## config.mk

```make
export PLATFORM = sky130hd
export DESIGN_NAME = comparator_arbiter
export DESIGN_NICKNAME = d
export VERILOG_FILES = /design/src/rtl/comparator_arbiter.sv
export SDC_FILE = /design/constraint.sdc
export NUM_CORES = 1
export LEC_CHECK = 0
export CORE_MARGIN = 1
export CORE_UTILIZATION = 43
export CTS_CLUSTER_SIZE = 40
export DETAILED_ROUTE_END_ITERATION = 8
export GPL_TIMING_DRIVEN = 0
export MAX_ROUTING_LAYER = met4
export PLACE_DENSITY = 0.79
export SYNTH_ARGS = -nofsm -noshare
export SYNTH_HDL_FRONTEND = slang
export SYNTH_SLANG_ARGS = --single-unit
```

## constraint.sdc

```tcl
create_clock -name clk_i -period 2.6 [get_ports clk_i]
set_input_delay 0.26 -clock clk_i [delete_from_list [all_inputs] [get_ports clk_i]]
set_output_delay 0.26 -clock clk_i [all_outputs]
set_load 0.02 [all_outputs]
```

## src/rtl/comparator_arbiter.sv

```systemverilog
// -----------------------------------------------------------------------------
// comparator_arbiter
//
// Two execute-stage requesters share one WIDTH-bit magnitude comparator. For
// example, port 0 is the branch unit and port 1 is the SLT/SLTU unit.
//
// Operation:
//   - A round-robin arbiter picks one requester when the block is idle.
//   - The winner's operands and signed flag are captured.
//   - One cycle later the comparison result is returned to the winner as a
//     registered one-cycle pulse.
//   - Throughput is one comparison every three cycles (IDLE -> CMP -> RESP).
//
// Ports:
//   clk_i              clock, all state updates on the rising edge
//   rst_i              synchronous, active-high reset
//   req_i[1:0]         request per requester (bit k = requester k)
//   a0_i, b0_i         operands A/B of requester 0
//   a1_i, b1_i         operands A/B of requester 1
//   signed_i[1:0]      bit k = 1: requester k's operands are two's complement
//   gnt_o[1:0]         one-hot, one-cycle grant pulse (operands captured)
//   valid_o[1:0]       one-hot, one-cycle result-valid pulse to the owner
//   greater_o          A >  B, qualified by valid_o != 0
//   equal_o            A == B, qualified by valid_o != 0
//   lesser_o           A <  B, qualified by valid_o != 0
//   busy_o             high while a transaction occupies CMP or RESP
// -----------------------------------------------------------------------------
module comparator_arbiter #(
  parameter int WIDTH = 32
) (
  input  logic             clk_i,
  input  logic             rst_i,
  input  logic [1:0]       req_i,
  input  logic [WIDTH-1:0] a0_i,
  input  logic [WIDTH-1:0] b0_i,
  input  logic [WIDTH-1:0] a1_i,
  input  logic [WIDTH-1:0] b1_i,
  input  logic [1:0]       signed_i,
  output logic [1:0]       gnt_o,
  output logic [1:0]       valid_o,
  output logic             greater_o,
  output logic             equal_o,
  output logic             lesser_o,
  output logic             busy_o
);

  typedef enum logic [1:0] {
    S_IDLE = 2'd0,
    S_CMP  = 2'd1,
    S_RESP = 2'd2
  } state_t;

  // ---------------------------------------------------------------------------
  // Declarations
  // ---------------------------------------------------------------------------
  state_t           r_state;
  state_t           w_state_nxt;

  // Arbitration and capture state.
  // r_prio names the requester that wins a tie.
  logic             r_prio;
  logic             r_owner;
  logic             r_signed;
  logic [WIDTH-1:0] r_a;
  logic [WIDTH-1:0] r_b;

  // Registered outputs.
  logic [1:0]       r_gnt;
  logic [1:0]       r_valid;
  logic             r_greater;
  logic             r_equal;
  logic             r_lesser;
  logic             r_busy;

  // Arbitration wires.
  logic             w_start;
  logic             w_win;
  logic [WIDTH-1:0] w_win_a;
  logic [WIDTH-1:0] w_win_b;
  logic             w_win_signed;

  // Comparator wires.
  logic [WIDTH-1:0] w_a_cmp;
  logic [WIDTH-1:0] w_b_cmp;
  logic             w_gt;
  logic             w_eq;
  logic             w_lt;

  // Next values of the registered outputs.
  logic [1:0]       w_gnt_nxt;
  logic [1:0]       w_valid_nxt;
  logic             w_greater_nxt;
  logic             w_equal_nxt;
  logic             w_lesser_nxt;
  logic             w_busy_nxt;

  // ---------------------------------------------------------------------------
  // Arbitration
  // ---------------------------------------------------------------------------
  // Requests are only looked at in IDLE.
  // In CMP and RESP, req_i is ignored entirely.
  assign w_start = (r_state == S_IDLE) && (req_i != 2'b00);

  // A single requester always wins.
  // On a tie, the priority pointer decides.
  always_comb begin
    // NOTE: every combinational output gets a default first; a path that
    // leaves a variable unassigned would otherwise infer a latch.
    w_win = 1'b0;
    unique case (req_i)
      2'b01:   w_win = 1'b0;
      2'b10:   w_win = 1'b1;
      2'b11:   w_win = r_prio;
      default: w_win = 1'b0;
    endcase
  end

  assign w_win_a      = w_win ? a1_i : a0_i;
  assign w_win_b      = w_win ? b1_i : b0_i;
  assign w_win_signed = w_win ? signed_i[1] : signed_i[0];

  // ---------------------------------------------------------------------------
  // Shared comparator
  // ---------------------------------------------------------------------------
  // Flipping the sign bit maps two's-complement order onto unsigned order.
  // One unsigned comparator therefore serves both signed and unsigned modes.
  assign w_a_cmp = {r_a[WIDTH-1] ^ r_signed, r_a[WIDTH-2:0]};
  assign w_b_cmp = {r_b[WIDTH-1] ^ r_signed, r_b[WIDTH-2:0]};

  assign w_gt = (w_a_cmp > w_b_cmp);
  assign w_eq = (r_a == r_b);
  assign w_lt = (w_a_cmp < w_b_cmp);

  // ---------------------------------------------------------------------------
  // FSM: state register
  // ---------------------------------------------------------------------------
  always_ff @(posedge clk_i) begin
    // NOTE: sequential state uses non-blocking assignments only, so every
    // register samples pre-edge values regardless of statement order.
    if (rst_i) begin
      r_state <= S_IDLE;
    end else begin
      r_state <= w_state_nxt;
    end
  end

  // ---------------------------------------------------------------------------
  // FSM: next-state logic
  // ---------------------------------------------------------------------------
  always_comb begin
    w_state_nxt = r_state;
    unique case (r_state)
      S_IDLE:  if (w_start) w_state_nxt = S_CMP;
      S_CMP:   w_state_nxt = S_RESP;
      S_RESP:  w_state_nxt = S_IDLE;
      default: w_state_nxt = S_IDLE;
    endcase
  end

  // ---------------------------------------------------------------------------
  // FSM: output logic (next values of the registered outputs)
  // ---------------------------------------------------------------------------
  always_comb begin
    w_gnt_nxt     = 2'b00;
    w_valid_nxt   = 2'b00;
    w_greater_nxt = 1'b0;
    w_equal_nxt   = 1'b0;
    w_lesser_nxt  = 1'b0;
    w_busy_nxt    = (w_state_nxt != S_IDLE);

    unique case (r_state)
      S_IDLE: begin
        if (w_start) begin
          w_gnt_nxt = w_win ? 2'b10 : 2'b01;
        end
      end
      S_CMP: begin
        w_valid_nxt   = r_owner ? 2'b10 : 2'b01;
        w_greater_nxt = w_gt;
        w_equal_nxt   = w_eq;
        w_lesser_nxt  = w_lt;
      end
      default: begin
        // RESP (and any illegal encoding) drives all pulses low.
      end
    endcase
  end

  // ---------------------------------------------------------------------------
  // Capture registers and priority pointer
  // ---------------------------------------------------------------------------
  always_ff @(posedge clk_i) begin
    // NOTE: the operand registers are reset as well as the control state.
    // After reset, every observable and internal value is then a known
    // constant rather than a leftover from the aborted transaction.
    if (rst_i) begin
      r_prio   <= 1'b0;
      r_owner  <= 1'b0;
      r_signed <= 1'b0;
      r_a      <= '0;
      r_b      <= '0;
    end else if (w_start) begin
      r_owner  <= w_win;
      r_signed <= w_win_signed;
      r_a      <= w_win_a;
      r_b      <= w_win_b;
      // The loser of this round is favoured next time, which makes
      // continuous requests from both ports strictly alternate.
      r_prio   <= ~w_win;
    end
  end

  // ---------------------------------------------------------------------------
  // Output registers
  // ---------------------------------------------------------------------------
  always_ff @(posedge clk_i) begin
    if (rst_i) begin
      r_gnt     <= 2'b00;
      r_valid   <= 2'b00;
      r_greater <= 1'b0;
      r_equal   <= 1'b0;
      r_lesser  <= 1'b0;
      r_busy    <= 1'b0;
    end else begin
      r_gnt     <= w_gnt_nxt;
      r_valid   <= w_valid_nxt;
      r_greater <= w_greater_nxt;
      r_equal   <= w_equal_nxt;
      r_lesser  <= w_lesser_nxt;
      r_busy    <= w_busy_nxt;
    end
  end

  assign gnt_o     = r_gnt;
  assign valid_o   = r_valid;
  assign greater_o = r_greater;
  assign equal_o   = r_equal;
  assign lesser_o  = r_lesser;
  assign busy_o    = r_busy;

  // ---------------------------------------------------------------------------
  // Interface invariants
  // ---------------------------------------------------------------------------
  a_gnt_onehot0 : assert property (@(posedge clk_i) $onehot0(gnt_o));

  a_valid_onehot0 : assert property (@(posedge clk_i) $onehot0(valid_o));

  a_flags_onehot : assert property (
    @(posedge clk_i) (valid_o != 2'b00) |-> $onehot({greater_o, equal_o, lesser_o})
  );

endmodule

```

==> impl_metrics.yaml, run 1 <==
die:
  ioPinCount: 142
  num_rows: 32
  die_w_um: 92.7
  die_h_um: 92.7
  coreArea_mm2: 0.00785
  start_util_pct: 45.1
  die_area_mm2: 0.00860
sta:
  setup_viol: 0
  timing.fmax_mhz: 438
  drv_slew: 0
  finalCritPeriodShare_pct: 87.9
  finClkSkew_ns: 0.0102
  finalCriticalPeriod_ns: 2.28
  finalHoldViolations: 0
  final.setup.worst_slack_ns: 0.316
  max_slew_margin_pct: 44.3
  fin_setup_tns_ns: 0
  rsz0062_at_grt: "false"
  worst_pin_slew_ns: 0.829
route:
  drt_wl_total_um: 11000
  first_iter_violations: 445
  drt-pass1-iter-count: 7
  vias_per_cell: 5.71
  dr_total_vias: 3640
  wire_per_inst_um: 17.2
  drcViolationCount: 0
  antenna_left: 0
setup_path:
  cp-end-kind: "flip-flop"
  crit_type: "flip-flop to flip-flop"
  crit_required_ns: 2.86
  worst_setup_path_start_kind: "flip-flop"
  reg2reg_setup_slack_ns: 0.32
  cp_max_fo: 2
  worstPathArrival_ns: 2.54
clocking:
  cts_sinks: 77
  cts-root-buf: "clkbuf_8"
  cts_tree: "built"
  cts_hold_buf: 0
  cts_max_path_buffers: 2
  cts_resized: 0
  htreeDepth: 3
  clk-insertion-delay-late_ns: 0.36
  cts.clk_slew.worst_paths_ns: 0.09
  numCtsBuffers: 9
  post_cts.repair.setup_buffers: 0
finish:
  multiInputGateArea_mm2: 0.00176
  drive_gt1_share_pct: 4.67
  area_growth_pct: 50.8
  fin_nets: 695
  fill_cells: 652
  regArea_mm2: 0.00154
  design_area_mm2: 0.00534
  diodes: 0
synthesis:
  synth_xor_xnor_area_share_pct: 0.247
  yosysUniqueCellTypes: 35
  yosys_warnings: 0
  synth_common_cells: "dfxtp_1, nor2_1, a222oi_1, inv_1, ha_1"
  synth-compound-area-share_pct: 23.6
  synth-simple-area-share_pct: 13.2
  synth_edf_count: 0
  muxShareOfSynthArea_pct: 1.70
  synth_area_mm2: 0.00354
  ys_ff_latch: 77
  synth_area_per_cell_um2: 9.34
  synthAdderAreaFrac_pct: 11.0
  synth_ff_type: "dfxtp_1"
  synth_top_cell_by_area: "dfxtp_1"
  synthArstFlopShare_pct: 0
  synth_top_area_share_pct: 43.5
  synth_top_family_by_area: "compound AO/OA/AOI/OAI gates"
  synth_most_common_cell: "dfxtp_1"
  syn_nets: 544
  ys_seq_area_share_pct: 43.5
  netlist_instances: 379
  ys_top_cells_by_area: "dfxtp_1, a222oi_1, ha_1"
job:
  cap_viol_max_count: 0
placed_design:
  dp_slack_ns: 0.113
  placed_area_mm2: 0.00507
  gp_congestion: 0.849
  port_buffers: 140
  dp_hpwl_um: 8420
global_routing:
  grtUsageTotal_pct: 26.5
  grt_pass1_vias: 3505
  grt.overflow.total: 0
  grt_start_max_net_pins: 15
  grt_first_pass_wirelength_um: 16900
  grt_antenna_before_repair: 0
power_and_ir_drop:
  ir_drop_uv: 378
  power.density_mw_per_mm2: 645
  p_leak_nw: 2.14
min_path:
  hold_path_class: "input port to flip-flop"
status:
  status: "finished, final reports clean"
[metal layers]
layer / wire, µm / up-vias / GRT usage [%]
met3: 724 / 31 / 4.19
met4: 346 / 0 / 12.6
met2: 5530 / 164 / 44.8
met5: 0 / - / -
met1: 4360 / 1698 / 30.7
li1: - / 1747 / -
[critical path: stages (launching register included)]
cell	delay [ns]
dfxtp_1	0.35
inv_1	0.05
ha_1	0.28
a21o_1	0.18
a221o_1	0.33
a221oi_2	0.34
nor3_1	0.08
or3_1	0.40
and3_1	0.18
[placed cells by master (no fill, tap or decap), types with 2 or more instances in the layout]
cell / count
nor2b_1: 2
a21oi_1: 13
o211ai_1: 2
and3_1: 3
nor3_1: 4
o21ai_1: 2
nand2_1: 6
nor2_1: 74
buf_2: 6
clkbuf_8: 9
nand3_1: 4
a21o_1: 3
mux2i_1: 6
a211oi_1: 8
inv_1: 34
bufinv_16: 4
clkbuf_1: 21
and2_1: 2
nand4_1: 5
ha_1: 31
or3_1: 2
a222oi_1: 59
clkinv_4: 2
dfxtp_1: 77
clkdlybuf4s50_1: 140
o21ai_0: 2
[cell type report]
cell class / instances / area share [%]
multi-input combinational: 240 / 32.9
buffer: 28 / 2.11
inverter: 34 / 2.39
clock inverter: 7 / 2.74
timing repair buffer: 140 / 26.2
tap: 102 / 2.39
sequential: 77 / 28.9
clock buffer: 9 / 2.32
[worst paths after layout]
check,endpoint,depth (start not counted),start
max,greater_o,8,r_b[17]
min,gnt_o[0],2,rst_i
max reg2reg,greater_o,8,r_b[17]
min reg2reg,valid_o[0],1,r_owner
[through the flow]
step           power (mW)  hold WS [ns]  utilization [%]  instances
2_1_floorplan        1.86         0.407                -        379
3_5_place_dp         2.24         0.432             64.6        621
3_3_place_gp         2.21         0.435             64.6        621
6_report             3.44         0.340             68.0        637
5_1_grt              3.60         0.359             68.0        637
4_1_cts              3.45         0.332             68.0        637
[kinds of logic after synthesis]
| family | after synthesis |
|---|---|
| AND/OR/NAND/NOR | 107 |
| buffers and inverters | 62 |
| XOR/XNOR | 1 |
| flip-flops | 77 |
| adder cells (fa/ha/maj) | 31 |
| multiplexers | 6 |
| AO/OA/AOI/OAI | 95 |
[registers in the layout, indices dropped and copies added, names as in the netlist]
register	count
busy_o	1
equal_o	1
gnt_o	2
greater_o	1
lesser_o	1
r_a	32
r_b	32
r_owner	1
r_prio	1
r_signed	1
r_state	2
valid_o	2
[power breakdown]
part | total, mW | leakage (nW) | switching [mW] | internal [mW]
logic | 0.868 | 1.37 | 0.414 | 0.454
registers | 1.36 | 0.635 | 0.0720 | 1.29
clock network | 1.21 | 0.134 | 0.468 | 0.741
No activity file was read; power rests on OpenSTA's default activity.
==> run 2, diff against run 1 <==
Settings changed: CTS_CLUSTER_SIZE 40 to unset.
==> results of run 2 <==
Final layout, timing and power as in run 1 (identical DEF).
==> run 3, diff against run 2 <==
Settings changed: CORE_UTILIZATION 43 to 63, DONT_BUFFER_PORTS set to 1, PLACE_DENSITY 0.79 to 0.78.
==> run 3 against run 2 <==
Register-to-register slack improved by 0.06 ns. Clock skew decreased by 0.0012 ns. Die area down 31%. Sequential power about the same. Cell area decreased by 28%. Highest routed layer unchanged. Total power fell by 14%. Sequential cell count is the same. Count of clock-buffer cells in the layout increased by 3.
==> impl_metrics.yaml, run 3 (synthesized netlist as in run 1, its figures left out) <==
global_routing:
  grt_pass1_vias: 3089
  grt_antenna_before_repair: 0
  grt.overflow.total: 0
  grt_first_pass_wirelength_um: 14600
  grtUsageTotal_pct: 33.0
  grt_start_max_net_pins: 12
clocking:
  cts-root-buf: "clkbuf_8"
  cts_max_path_buffers: 2
  cts_tree: "built"
  cts_resized: 0
  cts.clk_slew.worst_paths_ns: 0.08
  htreeDepth: 3
  cts_hold_buf: 0
  numCtsBuffers: 9
  post_cts.repair.setup_buffers: 0
  cts_sinks: 77
  clk-insertion-delay-late_ns: 0.35
sta:
  timing.fmax_mhz: 449
  setup_viol: 0
  rsz0062_at_grt: "false"
  finalHoldViolations: 0
  worst_pin_slew_ns: 0.879
  final.setup.worst_slack_ns: 0.372
  finalCritPeriodShare_pct: 85.7
  finClkSkew_ns: 0.00891
  drv_slew: 0
  finalCriticalPeriod_ns: 2.23
  fin_setup_tns_ns: 0
  max_slew_margin_pct: 41.0
  fin_hold_ws_ns: 0.0581
placed_design:
  gp_congestion: 0.836
  port_buffers: 0
  dp_hpwl_um: 6980
  placed_area_mm2: 0.00363
  dp_slack_ns: 0.399
finish:
  largestRegisters: "r_a: 32 flops, r_b: 32 flops"
  area_growth_pct: 7.99
  final_cell_mix: "dfxtp_1, nor2_1, a222oi_1, inv_1, ha_1"
  diodes: 0
  final_core_utilization_pct: 72.6
  layout_commonest_cell: "dfxtp_1"
  fin_nets: 555
  drive_gt1_share_pct: 5.09
  design_area_mm2: 0.00382
setup_path:
  crit_path_top_delay_cell: "or3_1"
  reg2reg_setup_slack_ns: 0.37
  slowest_delay_ns: 0.38
  cp-startpoint: "r_b[17]"
  cp_cell_sequence: "inv_1, ha_1, a21o_1, a221o_1, a221oi_2, nor3_1, or3_1, and3_1"
  r2r_start: "r_b[17]"
  crit_type: "flip-flop to flip-flop"
  endpoint: "greater_o"
  worstPathArrival_ns: 2.47
  reg2regPathDepth: 8
  worst_setup_path_start_kind: "flip-flop"
  crit_required_ns: 2.84
  cp-end-kind: "flip-flop"
  cp_max_fo: 2
  r2r-end: "greater_o"
die:
  die_h_um: 77.0
  die_w_um: 77.0
  num_rows: 26
  ioPinCount: 142
  die_area_mm2: 0.00592
  coreArea_mm2: 0.00527
  start_util_pct: 67.2
power_and_ir_drop:
  power.density_mw_per_mm2: 771
  pwr-share-clk_pct: 31.8
  intPower_mw: 2.10
  combPwrFrac_pct: 21.5
  ir_drop_uv: 496
  p_sw_uw: 853
  swShare_pct: 28.9
  p_leak_nw: 1.56
  power_frac_seq_pct: 46.7
route:
  drt_wl_total_um: 9170
  vias_per_cell: 6.77
  first_iter_violations: 308
  wire_per_inst_um: 19.8
  antenna_left: 0
  drcViolationCount: 0
  dr_total_vias: 3134
  drt-pass1-iter-count: 9
status:
  status: "finished, final reports clean"
job:
  cap_viol_max_count: 0
min_path:
  hold_path_class: "input port to flip-flop"
[run 3: cell types whose count changed in the layout (fill, tap and decap cells not counted)]
cell	before	now
clkdlybuf4s50_1	140	0
bufinv_16	4	2
clkinv_4	2	0
inv_6	1	0
clkbuf_1	21	24
[run 3: worst max-delay path, delay by kind of cell (launching register included)]
kind                     cells  cell delay (ns)
adder cells (fa/ha/maj)      1             0.28
AND/OR/NAND/NOR              3             0.64
buffers and inverters        1             0.04
flip-flops                   1             0.34
AO/OA/AOI/OAI                3             0.83
[run 3: final cells by class]
| class | instances | area, µm² |
|---|---|---|
| plain buffers | 28 | 113 |
| clock buffers | 12 | 135 |
| clock inverters | 2 | 60.1 |
| fillers | 423 | 1450 |
| inverters | 34 | 128 |
| multi-input cells | 240 | 1760 |
| flip-flops and latches | 77 | 1540 |
| well taps | 70 | 87.6 |
[run 3: metrics by stage]
| step | power, mW | cells |
|---|---|---|
| 2_1_floorplan | 1.86 | 379 |
| 3_3_place_gp | 1.99 | 449 |
| 3_5_place_dp | 2.03 | 449 |
| 4_1_cts | 2.96 | 463 |
| 5_1_grt | 3.10 | 463 |
| 6_report | 2.95 | 463 |
[run 3: worst min-delay path by stage]
stage	startpoint	end	slack (ns)	cells after the start
after CTS	b1_i[13]	r_b[13]	0.05	2
after floorplan	r_owner	valid_o[0]	0.41	1
after global placement	b1_i[15]	r_b[15]	0.41	2
after detailed placement	b1_i[13]	r_b[13]	0.42	2
after global routing	b1_i[15]	r_b[15]	0.05	2
final	b1_i[30]	r_b[30]	0.06	2
[run 3: power by group through the flow]
| stage | Clock [mW] | Sequential (mW) | Combinational (mW) |
|---|---|---|---|
| 2_1_floorplan | 0 | 1.37 | 0.489 |
| 3_3_place_gp | 0 | 1.39 | 0.598 |
| 3_5_place_dp | 0 | 1.40 | 0.627 |
| 4_1_cts | 0.949 | 1.37 | 0.631 |
| 5_1_grt | 1.00 | 1.39 | 0.715 |
| 6_report | 0.937 | 1.38 | 0.635 |
[run 3: metal layers]
layer / wire length [µm] / GRT usage (%) / vias to the layer above
li1: - / - / 1474
met1: 3790 / 38.1 / 1478
met2: 4430 / 54.1 / 161
met3: 772 / 9.40 / 21
met4: 172 / 13.2 / 0
met5: 0 / - / -
